===== src/rtl/aurora_tx_pkg.sv =====
// aurora_tx_pkg: shared types, defaults and checksum helper for the Aurora TX framer
package aurora_tx_pkg;

    typedef enum logic [2:0] {IDLE, HDR, PAY, TRL, FLUSH} state_t;

    localparam logic [15:0] HDR_MAGIC_DEF = 16'hBC5A;
    localparam logic [15:0] TRL_MAGIC_DEF = 16'hE7D3;
    localparam int FLAG_TRUNC = 0;

    // Folds one payload beat to 16 bits; bytes with keep=0 contribute zero.
    function automatic logic [15:0] fold16(input logic [63:0] data, input logic [7:0] keep);
        logic [63:0] m;
        for (int i = 0; i < 8; i++) m[i*8 +: 8] = keep[i] ? data[i*8 +: 8] : 8'h00;
        return m[63:48] ^ m[47:32] ^ m[31:16] ^ m[15:0];
    endfunction

endpackage


===== src/rtl/aurora_tx_outreg.sv =====
// aurora_tx_outreg: single-entry AXI-stream output register feeding the Aurora TX port
module aurora_tx_outreg (
    input  logic        SysClk,
    input  logic        Rst_n,
    input  logic        drop,
    input  logic        load,
    input  logic [63:0] ld_data,
    input  logic [7:0]  ld_keep,
    input  logic        ld_last,
    input  logic        m_tready,
    output logic [63:0] m_tdata,
    output logic [7:0]  m_tkeep,
    output logic        m_tlast,
    output logic        m_tvalid,
    output logic        load_ok
);

    assign load_ok = !m_tvalid | m_tready;

    // Hold a word until handshake; channel loss discards it outright.
    always_ff @(posedge SysClk) begin
        if (!Rst_n) begin
            m_tdata  <= '0;
            m_tkeep  <= '0;
            m_tlast  <= 1'b0;
            m_tvalid <= 1'b0;
        end else if (drop) begin
            m_tvalid <= 1'b0;
        end else if (load) begin
            m_tdata  <= ld_data;
            m_tkeep  <= ld_keep;
            m_tlast  <= ld_last;
            m_tvalid <= 1'b1;
        end else if (m_tready) begin
            m_tvalid <= 1'b0;
        end
    end

endmodule


===== src/rtl/aurora_tx_framer.sv =====
// aurora_tx_framer: wraps AXI-stream packets into header/payload/trailer Aurora frames
module aurora_tx_framer
    import aurora_tx_pkg::*;
#(
    parameter int          MAX_WORDS = 256,
    parameter logic [15:0] HDR_MAGIC = HDR_MAGIC_DEF,
    parameter logic [15:0] TRL_MAGIC = TRL_MAGIC_DEF
) (
    input  logic        SysClk,
    input  logic        Rst_n,
    input  logic        channel_up,
    input  logic [63:0] s_data,
    input  logic [7:0]  s_keep,
    input  logic        s_last,
    input  logic        s_valid,
    output logic        s_ready,
    output logic [63:0] m_tdata,
    output logic [7:0]  m_tkeep,
    output logic        m_tlast,
    output logic        m_tvalid,
    input  logic        m_tready,
    output logic [31:0] frame_cnt,
    output logic [15:0] abort_cnt,
    output logic        trunc_pulse
);

    state_t      state;
    logic [15:0] seq;
    logic [15:0] word_cnt;
    logic [15:0] xsum;
    logic        trunc;
    logic        trl_loaded;
    logic        load_ok;
    logic        load;
    logic        acc;
    logic        trl_hs;
    logic        lost;
    logic        hit;
    logic [63:0] ld_data;
    logic [7:0]  ld_keep;
    logic [7:0]  flags;

    // Input acceptance, loss detection and the word offered to the output register.
    always_comb begin
        flags = '0;
        flags[FLAG_TRUNC] = trunc;
        s_ready = state == PAY ? channel_up & load_ok : state == FLUSH;
        acc = s_valid & s_ready;
        trl_hs = state == TRL & trl_loaded & m_tvalid & m_tready;
        lost = !channel_up & (state == HDR | state == PAY | state == TRL) & !trl_hs;
        hit = {1'b0, word_cnt} + 17'd1 == 17'(MAX_WORDS);
        load = state == IDLE ? s_valid & channel_up & load_ok :
               state == PAY  ? acc :
               state == TRL  ? !trl_loaded & channel_up & load_ok : 1'b0;
        ld_data = state == IDLE ? {HDR_MAGIC, seq, 32'h0} :
                  state == PAY  ? s_data : {TRL_MAGIC, flags, 8'h00, word_cnt, xsum};
        ld_keep = state == PAY ? s_keep : 8'hFF;
    end

    aurora_tx_outreg u_outreg (
        .SysClk   (SysClk),
        .Rst_n    (Rst_n),
        .drop     (lost),
        .load     (load),
        .ld_data  (ld_data),
        .ld_keep  (ld_keep),
        .ld_last  (state == TRL),
        .m_tready (m_tready),
        .m_tdata  (m_tdata),
        .m_tkeep  (m_tkeep),
        .m_tlast  (m_tlast),
        .m_tvalid (m_tvalid),
        .load_ok  (load_ok)
    );

    // Frame sequencing; a truncated frame doubles as the "flush the rest" marker.
    always_ff @(posedge SysClk) begin
        if (!Rst_n) begin
            state       <= IDLE;
            seq         <= '0;
            word_cnt    <= '0;
            xsum        <= '0;
            trunc       <= 1'b0;
            trl_loaded  <= 1'b0;
            frame_cnt   <= '0;
            abort_cnt   <= '0;
            trunc_pulse <= 1'b0;
        end else begin
            trunc_pulse <= 1'b0;
            if (lost) begin
                abort_cnt <= abort_cnt == 16'hFFFF ? abort_cnt : abort_cnt + 16'd1;
                state     <= state == TRL ? IDLE : FLUSH;
            end else begin
                case (state)
                    IDLE: if (load) begin
                        state      <= HDR;
                        word_cnt   <= '0;
                        xsum       <= '0;
                        trunc      <= 1'b0;
                        trl_loaded <= 1'b0;
                    end
                    HDR: if (m_tvalid & m_tready) state <= PAY;
                    PAY: if (acc) begin
                        word_cnt <= word_cnt + 16'd1;
                        xsum     <= xsum ^ fold16(s_data, s_keep);
                        if (s_last | hit) begin
                            state <= TRL;
                            trunc <= !s_last;
                        end
                    end
                    TRL: if (trl_hs) begin
                        frame_cnt   <= frame_cnt + 32'd1;
                        seq         <= seq + 16'd1;
                        trunc_pulse <= trunc;
                        state       <= trunc ? FLUSH : IDLE;
                    end else if (load) begin
                        trl_loaded <= 1'b1;
                    end
                    FLUSH: if (acc & s_last) state <= IDLE;
                    default: state <= IDLE;
                endcase
            end
        end
    end

endmodule


===== config.mk =====
export PLATFORM = sky130hd
export DESIGN_NAME = aurora_tx_framer
export DESIGN_NICKNAME = d
export VERILOG_FILES = /design/src/rtl/aurora_tx_pkg.sv /design/src/rtl/aurora_tx_outreg.sv /design/src/rtl/aurora_tx_framer.sv
export SDC_FILE = /design/constraint.sdc
export NUM_CORES = 1
export LEC_CHECK = 0
export CAP_MARGIN = 20
export CORE_MARGIN = 2
export CORE_UTILIZATION = 35
export CTS_CLUSTER_SIZE = 28
export DETAILED_ROUTE_END_ITERATION = 6
export MAX_ROUTING_LAYER = met4
export PLACE_DENSITY = 0.69
export RECOVER_POWER = 100
export SYNTH_ARGS = -nofsm -noshare
export SYNTH_HDL_FRONTEND = slang
export SYNTH_SLANG_ARGS = --single-unit

===== constraint.sdc =====
create_clock -name SysClk -period 3.95 [get_ports SysClk]
set_clock_uncertainty 0.1 [all_clocks]
set_input_delay 0.79 -clock SysClk [delete_from_list [all_inputs] [get_ports SysClk]]
set_output_delay 0.79 -clock SysClk [all_outputs]
set_load 0.03 [all_outputs]

==> impl_metrics.ini, run 1 <==
[sta]
min_period_ps = 3640
drv_slew = 33
rsz0062_at_grt = no
worst_slew_pin_slew_ps = 1550
fin_crit_sh = 0.923
setup_viol = 0
fmax_mhz = 274
maxSlewHeadroom = -0.0346
finalHoldViolations = 0
finalSetupTns_ps = 0
setup_ws_ps = 306
hold-worst-slack_ps = 351

[routing]
drc = 0
wl_per_cell_um = 17.0
ant_nets = 0
vias_per_cell = 5.21
firstDrtPassIters = 5
routed_wl_um = 26800
vias = 8183
drt-initial-drc-count = 553

[global_route]
first_global_vias = 7786
grt_antenna_before_repair = 1
grt_max_degree = 86
grt_pass1_wl_um = 42100
grtUsageTotal = 0.208
gr-total-overflow = 0

[setup_path]
crit_required_ps = 3060
worstPathArrival_ps = 2750
critPathKind = in2out
critPathSlowestCell = dlygate4sd3_1
crit_start = m_tready
crit_fanout = 5
path_cells = dlygate4sd3_1 > nand2b_1 > nand4b_1 > a21oi_1 > dlygate4sd3_1
critical_path.startpoint_type = input pin
slowest_delay_ps = 780
critPathCaptureType = output port
path_common_cell = dlygate4sd3_1
rr_startpoint = state[0]$_SDFFE_PN0P_
critPathBufInv = 2
critical_path.top_delay_family = buffers and inverters

[synthesis]
avgSynthCellArea_um2 = 8.03
yosysWarnings = 0
synthCells = 1088
yosysSeqAreaShare = 0.403
syn-cell-area_mm2 = 0.00873
synthDistinctLibCells = 60
ys_seq_elements = 176
synth_nets = 1171
synthArstFlopShare = 0
synth-main-ff-cell = dfxtp_1
synth_edf_count = 0

[min_path]
hold_class = reg2reg
min-delay-start = u_outreg.m_tdata[50]$_SDFFE_PN0P_

[floorplanning]
chipWidth_um = 162
start_util = 0.358
dieArea_mm2 = 0.0262
io_pins = 202
fp.coreArea_mm2 = 0.0244
die_y_um = 162
rows = 57

[clocking]
cts_sinks = 176
hold_buffers = 0
numCtsBuffers = 17
htreeDepth = 4
clk_latency_ps = 430
cts_tree = yes
cts_buffer_depth = 2
cts_resized = 0
cts-root-buf = clkbuf_16
clk_pin_slew_ps = 70
postCtsSetupRepairBufs = 0

[run_status]
violations = capacitance limit, slew limit
status = complete, but fails checks

[place]
dp_slack_ps = 452
io_buffers = 201
dp_hpwl_um = 18900
gp_congestion = 0.850

[finish]
drive_gt1_frac = 0.0489
nNetsFinal = 1317
finalCoreUtilization = 0.469
nFillCells = 2388
area_delta_synth_final_pct = 30.9

[power]
p_per_area_mw_per_mm2 = 428
ir_drop_v = 0.000296
totalPowerFinal_w = 0.00489
p_leak_nw = 4.34

[run]
cap_violations = 1
[registers in the layout, indices dropped and copies added, names as in the netlist, 3 cells and up]
signal	flops
u_outreg.m_tkeep	8
abort_cnt	16
seq	16
state	3
word_cnt	16
u_outreg.m_tdata	64
xsum	16
frame_cnt	32
[worst paths after layout]
kind | end | slack [ps] | cells past startpoint
setup / recovery | s_ready | 310 | 5
hold / removal | u_outreg.m_tdata[50]$_SDFFE_PN0P_ | 350 | 2
setup reg to reg | word_cnt[3]$_SDFFE_PN0P_ | 700 | 7
hold reg to reg | u_outreg.m_tdata[50]$_SDFFE_PN0P_ | 350 | 2
[routing by layer]
metal / routed length, um / track usage / vias up
met5: 0 / - / -
met2: 12400 / 0.328 / 258
met4: 500 / 0.0563 / 0
li1: - / - / 4071
met1: 12000 / 0.264 / 3822
met3: 1910 / 0.0539 / 32
[where the power goes]
group | leakage [nW] | internal [W] | switching [W]
Sequential | 1.43 | 0.00189 | 0.0000855
Combinational | 2.64 | 0.000422 | 0.000806
Clock | 0.271 | 0.000917 | 0.000767
Total | 4.34 | 0.00323 | 0.00166
[synthesized netlist by cell type, types with 2 or more instances]
library cell / n / share of area
o21ai_0: 36 / 0.021
a21oi_1: 61 / 0.035
dfxtp_1: 176 / 0.40
nor3_1: 93 / 0.053
inv_1: 10 / 0.0043
buf_1: 3 / 0.0013
nand2b_1: 3 / 0.0021
nor4_1: 8 / 0.0057
and3_1: 38 / 0.027
xnor2_1: 74 / 0.074
or3_1: 28 / 0.020
ha_1: 5 / 0.0072
o31ai_1: 2 / 0.0017
xor2_1: 39 / 0.039
nand4_1: 27 / 0.019
a21o_1: 2 / 0.0017
a22oi_1: 3 / 0.0026
nor3b_1: 2 / 0.0017
buf_2: 18 / 0.010
buf_4: 3 / 0.0026
clkbuf_1: 57 / 0.024
nand3_1: 35 / 0.020
or4_1: 2 / 0.0017
and4_1: 11 / 0.011
or2_2: 4 / 0.0029
mux2i_1: 22 / 0.025
o211ai_1: 2 / 0.0017
a211oi_1: 32 / 0.028
nor3_2: 3 / 0.0034
nor2_1: 141 / 0.061
nor4_2: 2 / 0.0029
nand2_1: 115 / 0.049
and2_1: 4 / 0.0029
[area by class of cell]
cell class | count | area [um2] | share of cell area
inverter | 10 | 38.8 | 0.00339
tap | 324 | 405 | 0.0355
multi-input combinational | 818 | 4800 | 0.420
clock buffer | 20 | 457 | 0.0399
clock inverter | 12 | 121 | 0.0106
sequential | 176 | 3520 | 0.308
antenna | 1 | 2.50 | 0.000219
timing repair buffer | 211 | 2080 | 0.182
[tightest hold or removal path: cells and delay by family, from the launching register on]
kind             cells  cell delay (ps)
flip-flops           1              310
AND/OR/NAND/NOR      1               50
AO/OA/AOI/OAI        1               50
[cell families (layout without fill, tap and decap cells)]
| logic type | Yosys count | in the layout | synth area share |
|---|---|---|---|
| simple gates | 529 | 529 | 0.301 |
| mux | 23 | 23 | 0.0265 |
| fa+ha+maj | 5 | 5 | 0.00716 |
| flops | 176 | 176 | 0.403 |
| compound gates | 148 | 148 | 0.103 |
| xor+xnor | 113 | 113 | 0.113 |
| buf+inv | 94 | 253 | 0.0464 |
| other cells | 0 | 1 | 0 |
[through the flow]
step | cells | area [um2]
CTS | 1571 | 11500
finish | 1572 | 11400
detailed placement | 1539 | 10900
floorplan | 1088 | 8730
global placement | 1539 | 10900
global route | 1572 | 11400
[cell usage in the layout (no fill, tap or decap), types with 27 or more instances in the layout]
cell / netlist / routed
a211oi_1: 32 / 33
a21oi_1: 61 / 61
and3_1: 38 / 38
clkdlybuf4s50_1: 0 / 74
dfxtp_1: 176 / 175
dlygate4sd3_1: 0 / 127
nand2_1: 115 / 115
nand3_1: 35 / 35
nand4_1: 27 / 27
nor2_1: 141 / 140
nor3_1: 93 / 95
o21ai_0: 36 / 36
or3_1: 28 / 28
xnor2_1: 74 / 74
xor2_1: 39 / 39
Power figures use the tool's default switching activity.
==> inputs of run 2 (changes only) <==
--- a/config.mk
+++ b/config.mk
@@ -10,6 +10,7 @@
 export CORE_UTILIZATION = 35
 export CTS_CLUSTER_SIZE = 28
 export DETAILED_ROUTE_END_ITERATION = 6
+export GPL_TIMING_DRIVEN = 1
 export MAX_ROUTING_LAYER = met4
 export PLACE_DENSITY = 0.69
 export RECOVER_POWER = 100
==> results of run 2 <==
The final DEF is identical to that of run 1; final timing and power are the same.
